File: config.mk
export PLATFORM = sky130hd
export DESIGN_NAME = power_request_arbiter
export DESIGN_NICKNAME = d
export VERILOG_FILES = /design/src/rtl/power_arb_pkg.sv /design/src/rtl/power_request_arbiter_lockout_timer.sv /design/src/rtl/power_request_arbiter.sv
export SDC_FILE = /design/constraint.sdc
export NUM_CORES = 1
export LEC_CHECK = 0
export ABC_AREA = 1
export ABC_CLOCK_PERIOD_IN_PS = 2600
export BUFFER_PORTS_ARGS = -buffer_cell sky130_fd_sc_hd__buf_4
export CAP_MARGIN = 20
export CORE_MARGIN = 4
export CORE_UTILIZATION = 40
export DETAILED_ROUTE_END_ITERATION = 10
export PLACE_DENSITY = 0.63
export SLEW_MARGIN = 30
export SYNTH_ARGS = -nofsm -noshare
export SYNTH_HDL_FRONTEND = slang
export SYNTH_HIERARCHICAL = 1
export SYNTH_SLANG_ARGS = --single-unit
File: constraint.sdc
create_clock -name clk -period 2.6 [get_ports clk]
set_clock_uncertainty 0.1 [all_clocks]
set_input_delay 0.52 -clock clk [delete_from_list [all_inputs] [get_ports clk]]
set_output_delay 0.52 -clock clk [all_outputs]
set_load 0.02 [all_outputs]
File: src/rtl/power_arb_pkg.sv
// Shared types and constants for the hood power request arbiter.
package power_arb_pkg;

    typedef enum logic {
        PWR_OFF = 1'b0,
        PWR_ON  = 1'b1
    } pwr_state_e;

    localparam logic [1:0] SRC_NONE    = 2'b00;
    localparam logic [1:0] SRC_KEY     = 2'b01;
    localparam logic [1:0] SRC_GESTURE = 2'b10;
    localparam logic [1:0] SRC_TIMEOUT = 2'b11;

    // Key requests outrank gesture requests arriving in the same cycle.
    function automatic logic [1:0] pick_src(input logic key_req);
        return key_req ? SRC_KEY : SRC_GESTURE;
    endfunction

endpackage

File: src/rtl/power_request_arbiter_lockout_timer.sv
// Load/decrement window timer (UP_COUNT=0) or clear/increment idle timer
// (UP_COUNT=1). In down mode, active is high for exactly LIMIT cycles after
// a load. In up mode, active flags that the count sits at LIMIT-1, so the
// next enabled cycle is the LIMIT-th one.
module lockout_timer #(
    parameter int CNT_W    = 32,
    parameter int LIMIT    = 1,
    parameter bit UP_COUNT = 1'b0
) (
    input  logic clk,
    input  logic reset,
    input  logic load,
    input  logic enable,
    input  logic clear,
    output logic active
);

    logic [CNT_W-1:0] cnt;

    // Counter and registered active flag; behaviour chosen by UP_COUNT.
    always_ff @(posedge clk or posedge reset) begin
        if (reset) begin
            cnt    <= '0;
            active <= (UP_COUNT && (LIMIT == 1));
        end else if (UP_COUNT) begin
            if (clear || load) begin
                cnt    <= '0;
                active <= (LIMIT == 1);
            end else if (enable) begin
                cnt    <= cnt + CNT_W'(1);
                active <= ((cnt + CNT_W'(1)) == CNT_W'(LIMIT - 1));
            end
        end else begin
            if (load) begin
                cnt    <= CNT_W'(LIMIT);
                active <= 1'b1;
            end else if (cnt != '0) begin
                cnt    <= cnt - CNT_W'(1);
                active <= (cnt > CNT_W'(1));
            end
        end
    end

endmodule

File: src/rtl/power_request_arbiter.sv
// Hood power request arbiter: merges key and gesture power requests into a
// single registered power state with source priority, a post-transition
// lockout window and a single deferred request.
// Optional build macro AUTO_OFF_EN adds an idle timer that forces OFF after
// IDLE_CYCLES quiet cycles while ON.
module power_request_arbiter
    import power_arb_pkg::*;
#(
    parameter int LOCKOUT_CYCLES = 100_000_000,
    parameter int IDLE_CYCLES    = 500_000_000,
    parameter int CNT_W          = 32
) (
    input  logic       clk,
    input  logic       reset,
    input  logic       short_press,
    input  logic       long_press,
    input  logic       gesture_on_req,
    input  logic       gesture_off_req,
    output logic       power_state,
    output logic [1:0] last_src,
    output logic       lockout,
    output logic       pending
);

    pwr_state_e state_q, state_d;
    logic [1:0] last_src_q, last_src_d;
    logic [1:0] pend_src_q, pend_src_d;
    logic       pend_q, pend_d;
    logic       do_load;
    logic       lock_active;
    logic       req;
    logic       req_key;
    logic       cancel;
    logic       timeout;

    // Decode the raw pulses into the request that matters in the current
    // state, plus the opposite-direction request that cancels a deferral.
    always_comb begin
        req     = 1'b0;
        req_key = 1'b0;
        cancel  = 1'b0;
        if (state_q == PWR_ON) begin
            req     = long_press | gesture_off_req;
            req_key = long_press;
            cancel  = short_press | gesture_on_req;
        end else begin
            req     = short_press | long_press | gesture_on_req;
            req_key = short_press | long_press;
            cancel  = gesture_off_req;
        end
    end

    // Next-state logic: defer during lockout, otherwise fresh request,
    // then held request, then idle timeout, in that order.
    always_comb begin
        state_d    = state_q;
        last_src_d = last_src_q;
        pend_d     = pend_q;
        pend_src_d = pend_src_q;
        do_load    = 1'b0;
        if (lock_active) begin
            if (req) begin
                if (!pend_q) begin
                    pend_d     = 1'b1;
                    pend_src_d = pick_src(req_key);
                end
            end else if (cancel) begin
                pend_d = 1'b0;
            end
        end else if (req) begin
            state_d    = (state_q == PWR_ON) ? PWR_OFF : PWR_ON;
            last_src_d = pick_src(req_key);
            pend_d     = 1'b0;
            do_load    = 1'b1;
        end else if (pend_q) begin
            state_d    = (state_q == PWR_ON) ? PWR_OFF : PWR_ON;
            last_src_d = pend_src_q;
            pend_d     = 1'b0;
            do_load    = 1'b1;
        end else if (timeout) begin
            state_d    = PWR_OFF;
            last_src_d = SRC_TIMEOUT;
            do_load    = 1'b1;
        end
    end

    // State and output registers.
    always_ff @(posedge clk or posedge reset) begin
        if (reset) begin
            state_q    <= PWR_OFF;
            last_src_q <= SRC_NONE;
            pend_q     <= 1'b0;
            pend_src_q <= SRC_NONE;
        end else begin
            state_q    <= state_d;
            last_src_q <= last_src_d;
            pend_q     <= pend_d;
            pend_src_q <= pend_src_d;
        end
    end

    lockout_timer #(
        .CNT_W   (CNT_W),
        .LIMIT   (LOCKOUT_CYCLES),
        .UP_COUNT(1'b0)
    ) u_lockout (
        .clk   (clk),
        .reset (reset),
        .load  (do_load),
        .enable(1'b0),
        .clear (1'b0),
        .active(lock_active)
    );

`ifdef AUTO_OFF_EN
    logic any_pulse;
    logic idle_clear;
    logic idle_near;

    // The idle count only advances in quiet ON cycles outside lockout; a
    // held request about to be applied is a transition, so it clears too.
    always_comb begin
        any_pulse  = short_press | long_press | gesture_on_req | gesture_off_req;
        idle_clear = (state_q != PWR_ON) | lock_active | any_pulse | pend_q;
        timeout    = idle_near & ~idle_clear;
    end

    lockout_timer #(
        .CNT_W   (CNT_W),
        .LIMIT   (IDLE_CYCLES),
        .UP_COUNT(1'b1)
    ) u_idle (
        .clk   (clk),
        .reset (reset),
        .load  (1'b0),
        .enable(1'b1),
        .clear (idle_clear),
        .active(idle_near)
    );
`else
    assign timeout = 1'b0;
`endif

    assign power_state = (state_q == PWR_ON);
    assign last_src    = last_src_q;
    assign lockout     = lock_active;
    assign pending     = pend_q;

endmodule

### After elaboration in Yosys (flattened, before gate mapping)

Cells that the tools add are included.

| storage, ports and cells | value |
|---|---|
| register bits | 39 |
| input bits | 6 |

| operators by class | value |
|---|---|
| add/sub/neg operators | 1 |
| $lt $le $gt $ge | 1 |
| equal/unequal tests | 1 |
| multiplexer cells | 19 |
| bitwise gates (word level) | 6 |
| reduce and logical (&&, ||, !) cells | 5 |

Operator list:

| cell | number |
|---|---|
| $mux 32 | 2 |
| $gt 32x1->1 const B | 1 |
| $reduce_bool 32->1 | 1 |
| $sub 32x1->32 const B | 1 |
| $mux 1 | 14 |
| $mux 2 | 3 |
| $or 1x1->1 | 4 |
| $reduce_bool 2->1 | 2 |
| $ne 3x3->1 const B | 1 |
| $reduce_and 3->1 | 1 |
| $not 1->1 | 2 |
| $reduce_and 2->1 | 1 |

### Logic depth before layout (Yosys ltp)

Gate-level depths: netlist of the first run.

| depth | value |
|---|---|
| word-level depth | 6 |
| mapped depth | 12 |
| gate-level depth less buffers | 11 |

### By module

Netlist of the first run, hierarchy kept.

By module, submodules not included:

| module | times used | cells each | area an instance (sq um) | seq. area each (sq um) |
|---|---|---|---|---|
| lockout_timer | 1 | 314 | 2204.6 | 825.8 |
| power_request_arbiter | 1 | 43 | 354.1 | 150.1 |

### Worst setup path after synthesis of the first run

OpenSTA, ideal clock, no wires.

| timing | value |
|---|---|
| path type | flip-flop to flip-flop |
| from | register state_q, in the netlist power_state |
| to | register u_lockout.cnt[0] |
| data arrival time | 1.759 ns |
| required time | 2.377 ns |
| path slack | 0.618 ns |
| cell stages (with the launch flop) | 11 |
| path buffers | 2 |
| period minus slack after synthesis | 1.982 ns |
| cell sequence | dfrtp_1 > inv_2 > o21ai_4 > nand3_2 > nand2_2 > inv_2 > buf_2 > clkinv_1 > clkbuf_1 > nand3_1 > o21ai_1 |

| on the way | value |
|---|---|
| cells in the longest elaborated chain, start to end | 4 |
| elaborated cells between the ends (all ways) | 5 |
| those cells by class | 4 x mux; 1 x reduce/logical |

RTL lines:

| item | line | RTL |
|---|---|---|
| start, declared | power_request_arbiter.sv:25 | `pwr_state_e state_q, state_d;` |
| start signal, assigned | power_request_arbiter.sv:95 | `state_q <= state_d;` |
| $mux 1 (*) | power_request_arbiter.sv:42 | `if (state_q == PWR_ON) begin` |
| $mux 1 (*) | power_request_arbiter.sv:70 | `end else if (req) begin` |
| $mux 1 (*) | power_request_arbiter.sv:61 | `if (lock_active) begin` |
| named net do_load | power_request_arbiter.sv:29 | `logic do_load;` |
| $mux 32 / $reduce_bool 2->1 (equally long branches) | -- |  |
| end signal, assigned | power_request_arbiter_lockout_timer.sv:30 | `cnt <= cnt + CNT_W'(1);` |
| end signal, assigned | power_request_arbiter_lockout_timer.sv:35 | `cnt <= CNT_W'(LIMIT);` |
| end signal, assigned | power_request_arbiter_lockout_timer.sv:38 | `cnt <= cnt - CNT_W'(1);` |
| end, declared | power_request_arbiter_lockout_timer.sv:18 | `logic [CNT_W-1:0] cnt;` |

Mark *: on every way through the listed nets, which the timed path passes. The rest lies on a longest branch.
A chain may end at the register's enable or synchronous reset.

### Final worst setup path of the first run

| timing | value |
|---|---|
| from | register state_q, in the netlist power_state |
| to | register u_lockout.cnt[22] |

Same word-level chain as after synthesis.

==> results.toml, run 1 <==
[placed_design]
post-place-cells = 440
portBuffers = 10
place.detailed.hpwl_um = 4690
gp_congestion = 0.911

[detailed_routing]
vias = 2230
wl_um = 6080
drtIter0Drc = 114
ant_nets = 0
wl_per_cell_um = 13.6
vias_per_cell = 4.98
drc_errors = 0
dr.pass1.iters = 5

[global_route]
grtUsageTotal = 0.179
grt-ovfl-total = 0
grt_start_max_net_pins = 34
grt_pass1_wl_um = 10700
antenna_found_initial = 0
grt_pass1_vias = 2234

[timing]
rsz0062_at_grt = "false"
finalHoldViolCount = 0
finalMaxSlewViolations = 0
finalCritPeriodShare = 0.828
relSlewSlack = 0.718
whs_ns = 0.0495
fin_crit_ns = 2.15
maxClockFrequency_mhz = 464
tightest_slew_ns = 0.423
setup_tns_ns = 0
setup_viol = 0

[cts]
numClockSinks = 39
post-cts-setup-buffers = 0
clkLatencyLatePin_ns = 0.29
clk_pin_slew_worst_paths_ns = 0.08
cts_inserted_buffers = 5
h-tree-depth = 2
clockRootBuffer = "clkbuf_8"
cts_tree = "done"
clk_path_buf_depth = 2
hold_buffers = 0
cts_resized = 0

[floorplanning]
dieHeight_um = 87.9
rows = 28
io_pins = 11
start_util = 0.422
die_w_um = 87.9
core_area_um2 = 6060
dieArea_um2 = 7730

[power_and_ir_drop]
peakVddDrop_mv = 0.283
power.total_w = 0.00118
p_leak_nw = 1.34
powerDensity_nw_per_um2 = 416

[worst_setup_path]
worst_setup_path_end_kind = "flop"
worstSetupStartpointType = "flop"
arrival_ns = 2.29
r2r_slack_ns = 0.45
r2r-end = "u_lockout/cnt[22]$_DFFE_PP0P_"
path_class = "reg2reg"
r2r-start = "power_state$_DFFE_PP0P_"
reg2reg_depth = 9
crit_path_max_fanout = 20
critPathRequiredTime_ns = 2.74

[finish]
n_antenna_cell = 0
final_util = 0.469
fin_nets = 380
synthToLayoutAreaGrowth_pct = 11.2
drive_gt1_frac = 0.166
layout.cells.non_filler = 448

[yosys]
syn_nets = 364
synthCells = 356
synth-warning-count = 6
synthesis.area_um2 = 2550
syn_area_per_cell_um2 = 7.18

[outcome]
status = "completed"

[hold_path]
hold_path.class = "in2async"

[flow_run]
drv_cap = 0
-- sequential cells by signal, summed over array words and instances, names as in the netlist --
| name | cells |
|---|---|
| u_lockout/cnt | 32 |
| last_src | 2 |
| pend_src_q | 2 |
| pending | 1 |
| power_state | 1 |
| u_lockout/active | 1 |
-- metrics by stage --
step           setup slack, ns  cell area [um^2]
3_5_place_dp             0.357              2720
3_3_place_gp             0.430              2720
4_1_cts                  0.421              2840
5_1_grt                  0.230              2840
6_report                 0.447              2840
2_1_floorplan            0.618              2550
-- cells in the final DEF (no fill, tap or decap), types with 4 or more instances in the layout --
| cell type | count |
|---|---|
| xor2_1 | 6 |
| a21oi_1 | 8 |
| o21ai_0 | 9 |
| nand4_1 | 9 |
| nor3_1 | 6 |
| nand2_2 | 9 |
| nand3_1 | 33 |
| inv_1 | 40 |
| nor2_4 | 4 |
| buf_4 | 13 |
| nor2_1 | 63 |
| nor2_2 | 11 |
| clkbuf_8 | 6 |
| nand2_1 | 83 |
| dfrtp_1 | 39 |
-- layout make-up --
cell class | instances | area (um^2)
clock buffer | 6 | 82.6
clock inverter | 2 | 35.0
fill | 605 | 3220
inverter | 45 | 183
multi-input combinational | 268 | 1370
sequential | 39 | 976
tap | 75 | 93.8
timing repair buffer | 13 | 97.6
-- critical path, stage by stage (launching register included) --
cell and delay [ns]:
dfrtp_1 0.44, inv_2 0.13, o21ai_4 0.08, nand3_2 0.08, nand2_2 0.08, inv_2 0.32, clkinv_1 0.36, buf_4 0.30
nand3_1 0.09, and2_1 0.11
-- metal layers --
metal | part of all wire | track usage | vias to the layer above | routed length, um
met3 | 0.047 | 0.0339 | 6 | 286
met5 | 0 | 0 | - | 0
met2 | 0.43 | 0.271 | 53 | 2620
met1 | 0.51 | 0.258 | 1013 | 3070
li1 | - | - | 1158 | -
met4 | 0.015 | 0.0558 | 0 | 91
-- how the worst max path moves through the flow --
stage          cells after the start                    start  slack [ns]                            end
4_1_cts                            9  power_state$_DFFE_PP0P_        0.42  u_lockout/cnt[22]$_DFFE_PP0P_
3_5_place_dp                       9          gesture_off_req        0.36  u_lockout/cnt[17]$_DFFE_PP0P_
6_report                           9  power_state$_DFFE_PP0P_        0.45  u_lockout/cnt[22]$_DFFE_PP0P_
2_1_floorplan                     10  power_state$_DFFE_PP0P_        0.62   u_lockout/cnt[0]$_DFFE_PP0P_
3_3_place_gp                       9          gesture_off_req        0.43  u_lockout/cnt[17]$_DFFE_PP0P_
5_1_grt                            9  power_state$_DFFE_PP0P_        0.23  u_lockout/cnt[22]$_DFFE_PP0P_
-- power by group --
part	total [W]	internal (W)	switching, W
clock network	0.000527	0.000311	0.000217
logic	0.0000380	0.0000135	0.0000246
registers	0.000617	0.000613	0.00000401
No activity file was read; power rests on OpenSTA's default activity.
==> run 2: changes to the inputs <==
Settings changed: ABC_CLOCK_PERIOD_IN_PS 2600 to 1800, PLACE_DENSITY 0.63 to 0.65.
Clock period 2.6 ns to 1.8 ns, I/O delays scaled along.
==> run 2 against run 1 <==
Compared with the run above:
- critical endpoint is now u_lockout/active$_DFFE_PP0P_
- worst hold slack better by 0.22 ns
- total power is 43% higher
- register-to-register slack got worse by 0.36 ns
- flip-flop and latch count stayed put
- critical path type unchanged
- wire length up 3.1%
- utilization rose by 2.8 points
- highest routed layer unchanged
- cell count rose by 3.8%
- first-iteration DRC count decreased by 0.88%
==> results.toml, run 2 (synthesis results as in run 1) <==
[timing]
fin_crit_ns = 1.72
fin_ws_ns = 0.0846
relSlewSlack = 0.718
finalCritPeriodShare = 0.953
tightest_slew_ns = 0.423
maxClockFrequency_mhz = 583
setup_viol = 0
finalMaxSlewViolations = 0
setup_tns_ns = 0
finalHoldViolCount = 0
rsz0062_at_grt = "true"

[global_route]
grt_pass1_vias = 2332
grtUsageTotal = 0.181
grt_start_max_net_pins = 34
grt_pass1_wl_um = 10900
antenna_found_initial = 0
grt-ovfl-total = 0

[placed_design]
gp_congestion = 0.947
pre_cts_ws_ns = 0.0541
post-place-cells = 454
place.detailed.hpwl_um = 4920
portBuffers = 10

[hold_path]
whs_path_depth = 4
hold-path-endpoint = "pending$_DFFE_PP0P_"
hold_path.class = "in2reg"
worstHoldStart = "gesture_off_req"

[detailed_routing]
vias_per_cell = 5.04
vias = 2345
ant_nets = 0
drc_errors = 0
wl_um = 6270
wl_per_cell_um = 13.5
dr.pass1.iters = 4
drtIter0Drc = 113

[worst_setup_path]
r2r-end = "u_lockout/active$_DFFE_PP0P_"
crit_path_max_fanout = 7
arrival_ns = 1.81
r2r_slack_ns = 0.08
path_class = "reg2reg"
r2r-start = "u_lockout/cnt[24]$_DFFE_PP0P_"
critPathRequiredTime_ns = 1.90
worstSetupStartpointType = "flop"
reg2reg_depth = 9
worst_setup_path_end_kind = "flop"

[cts]
cts_inserted_buffers = 5
clkLatencyLatePin_ns = 0.30
clockRootBuffer = "clkbuf_8"
cts_tree = "done"
clk_pin_slew_worst_paths_ns = 0.09
h-tree-depth = 2
numClockSinks = 39
clk_path_buf_depth = 2

[floorplanning]
io_pins = 11
dieHeight_um = 87.9
start_util = 0.422
core_area_um2 = 6060
rows = 28
dieArea_um2 = 7730
die_w_um = 87.9

[finish]
synthToLayoutAreaGrowth_pct = 17.7
top_register = "u_lockout/cnt"
largest_reg_flops = 32
final_common_cell = "nand2_1"
layout.cells.non_filler = 465
final_util = 0.496
drive_gt1_frac = 0.221
layout_common_cells = "nand2_1 (82), nor2_1 (58), inv_1 (40), dfrtp_1 (39), nand3_1 (33)"
n_antenna_cell = 0
n_fill_cell = 599
fin_nets = 397

[power_and_ir_drop]
power.total_w = 0.00169
peakVddDrop_mv = 0.472
p_leak_nw = 1.42
powerDensity_nw_per_um2 = 561

[flow_run]
drv_cap = 0

[outcome]
status = "completed"
## run 2: changes by cell type in the layout (fill, tap and decap cells not counted), moves of 2 or more
cell      delta
nor2_2       +3
buf_4       +16
nor2_4       +2
nor2_1       -5
clkinv_4     +2
## run 2: area by class of cell
type / instances / area (um^2) / area share
clock buffers: 5 / 68.8 / 0.0229
clock inverters: 3 / 43.8 / 0.0146
inverters: 45 / 188 / 0.0624
multi-input cells: 268 / 1410 / 0.469
flip-flops and latches: 39 / 976 / 0.324
well taps: 75 / 93.8 / 0.0312
repair buffers: 30 / 228 / 0.0757
## run 2: worst max-delay path, cell delays in order (launching register included)
cell and delay, ns:
dfrtp_1 0.44, nor2_1 0.16, nand2_1 0.11, nor2_1 0.20, nand2_2 0.12, nor2_4 0.12, buf_4 0.18, nand3b_4 0.07
nand2_1 0.06, inv_1 0.03
## run 2: worst max path at each step
stage	start	to	slack [ns]
global route	u_lockout/cnt[19]$_DFFE_PP0P_	u_lockout/active$_DFFE_PP0P_	-0.02
global placement	u_lockout/cnt[0]$_DFFE_PP0P_	u_lockout/active$_DFFE_PP0P_	0.1
detailed placement	u_lockout/cnt[0]$_DFFE_PP0P_	u_lockout/cnt[27]$_DFFE_PP0P_	0.05
floorplan	power_state$_DFFE_PP0P_	u_lockout/cnt[0]$_DFFE_PP0P_	0.02
finish	u_lockout/cnt[24]$_DFFE_PP0P_	u_lockout/active$_DFFE_PP0P_	0.08
CTS	u_lockout/cnt[0]$_DFFE_PP0P_	u_lockout/active$_DFFE_PP0P_	0.02
## run 2: power by group
| group | switching [W] | leakage, nW | internal [W] |
|---|---|---|---|
| Sequential | 0.00000635 | 0.428 | 0.000885 |
| Clock | 0.000323 | 0.0581 | 0.000413 |
| Combinational | 0.0000373 | 0.933 | 0.0000222 |
## run 2: per-stage QoR
step	hold WS, ns	area, um^2
after global placement	0.203	2830
after global routing	0.269	3010
final	0.269	3010
after CTS	0.251	2960
after detailed placement	0.203	2830
after floorplan	0.0510	2560
## run 2: what timing repair did
action	4_1_cts	5_1_grt
buffers inserted	0	2
gates resized for setup	0	10
hold buffers	1	0
endpoints found under the hold margin	6	0
endpoints found under the setup margin	0	24
## run 2: routing by layer
metal,wire length (um),track usage,vias to the layer above
met5,0,0,-
met3,369,0.0376,5
met4,51,0.0530,0
met1,3040,0.257,1085
li1,-,-,1192
met2,2810,0.279,63
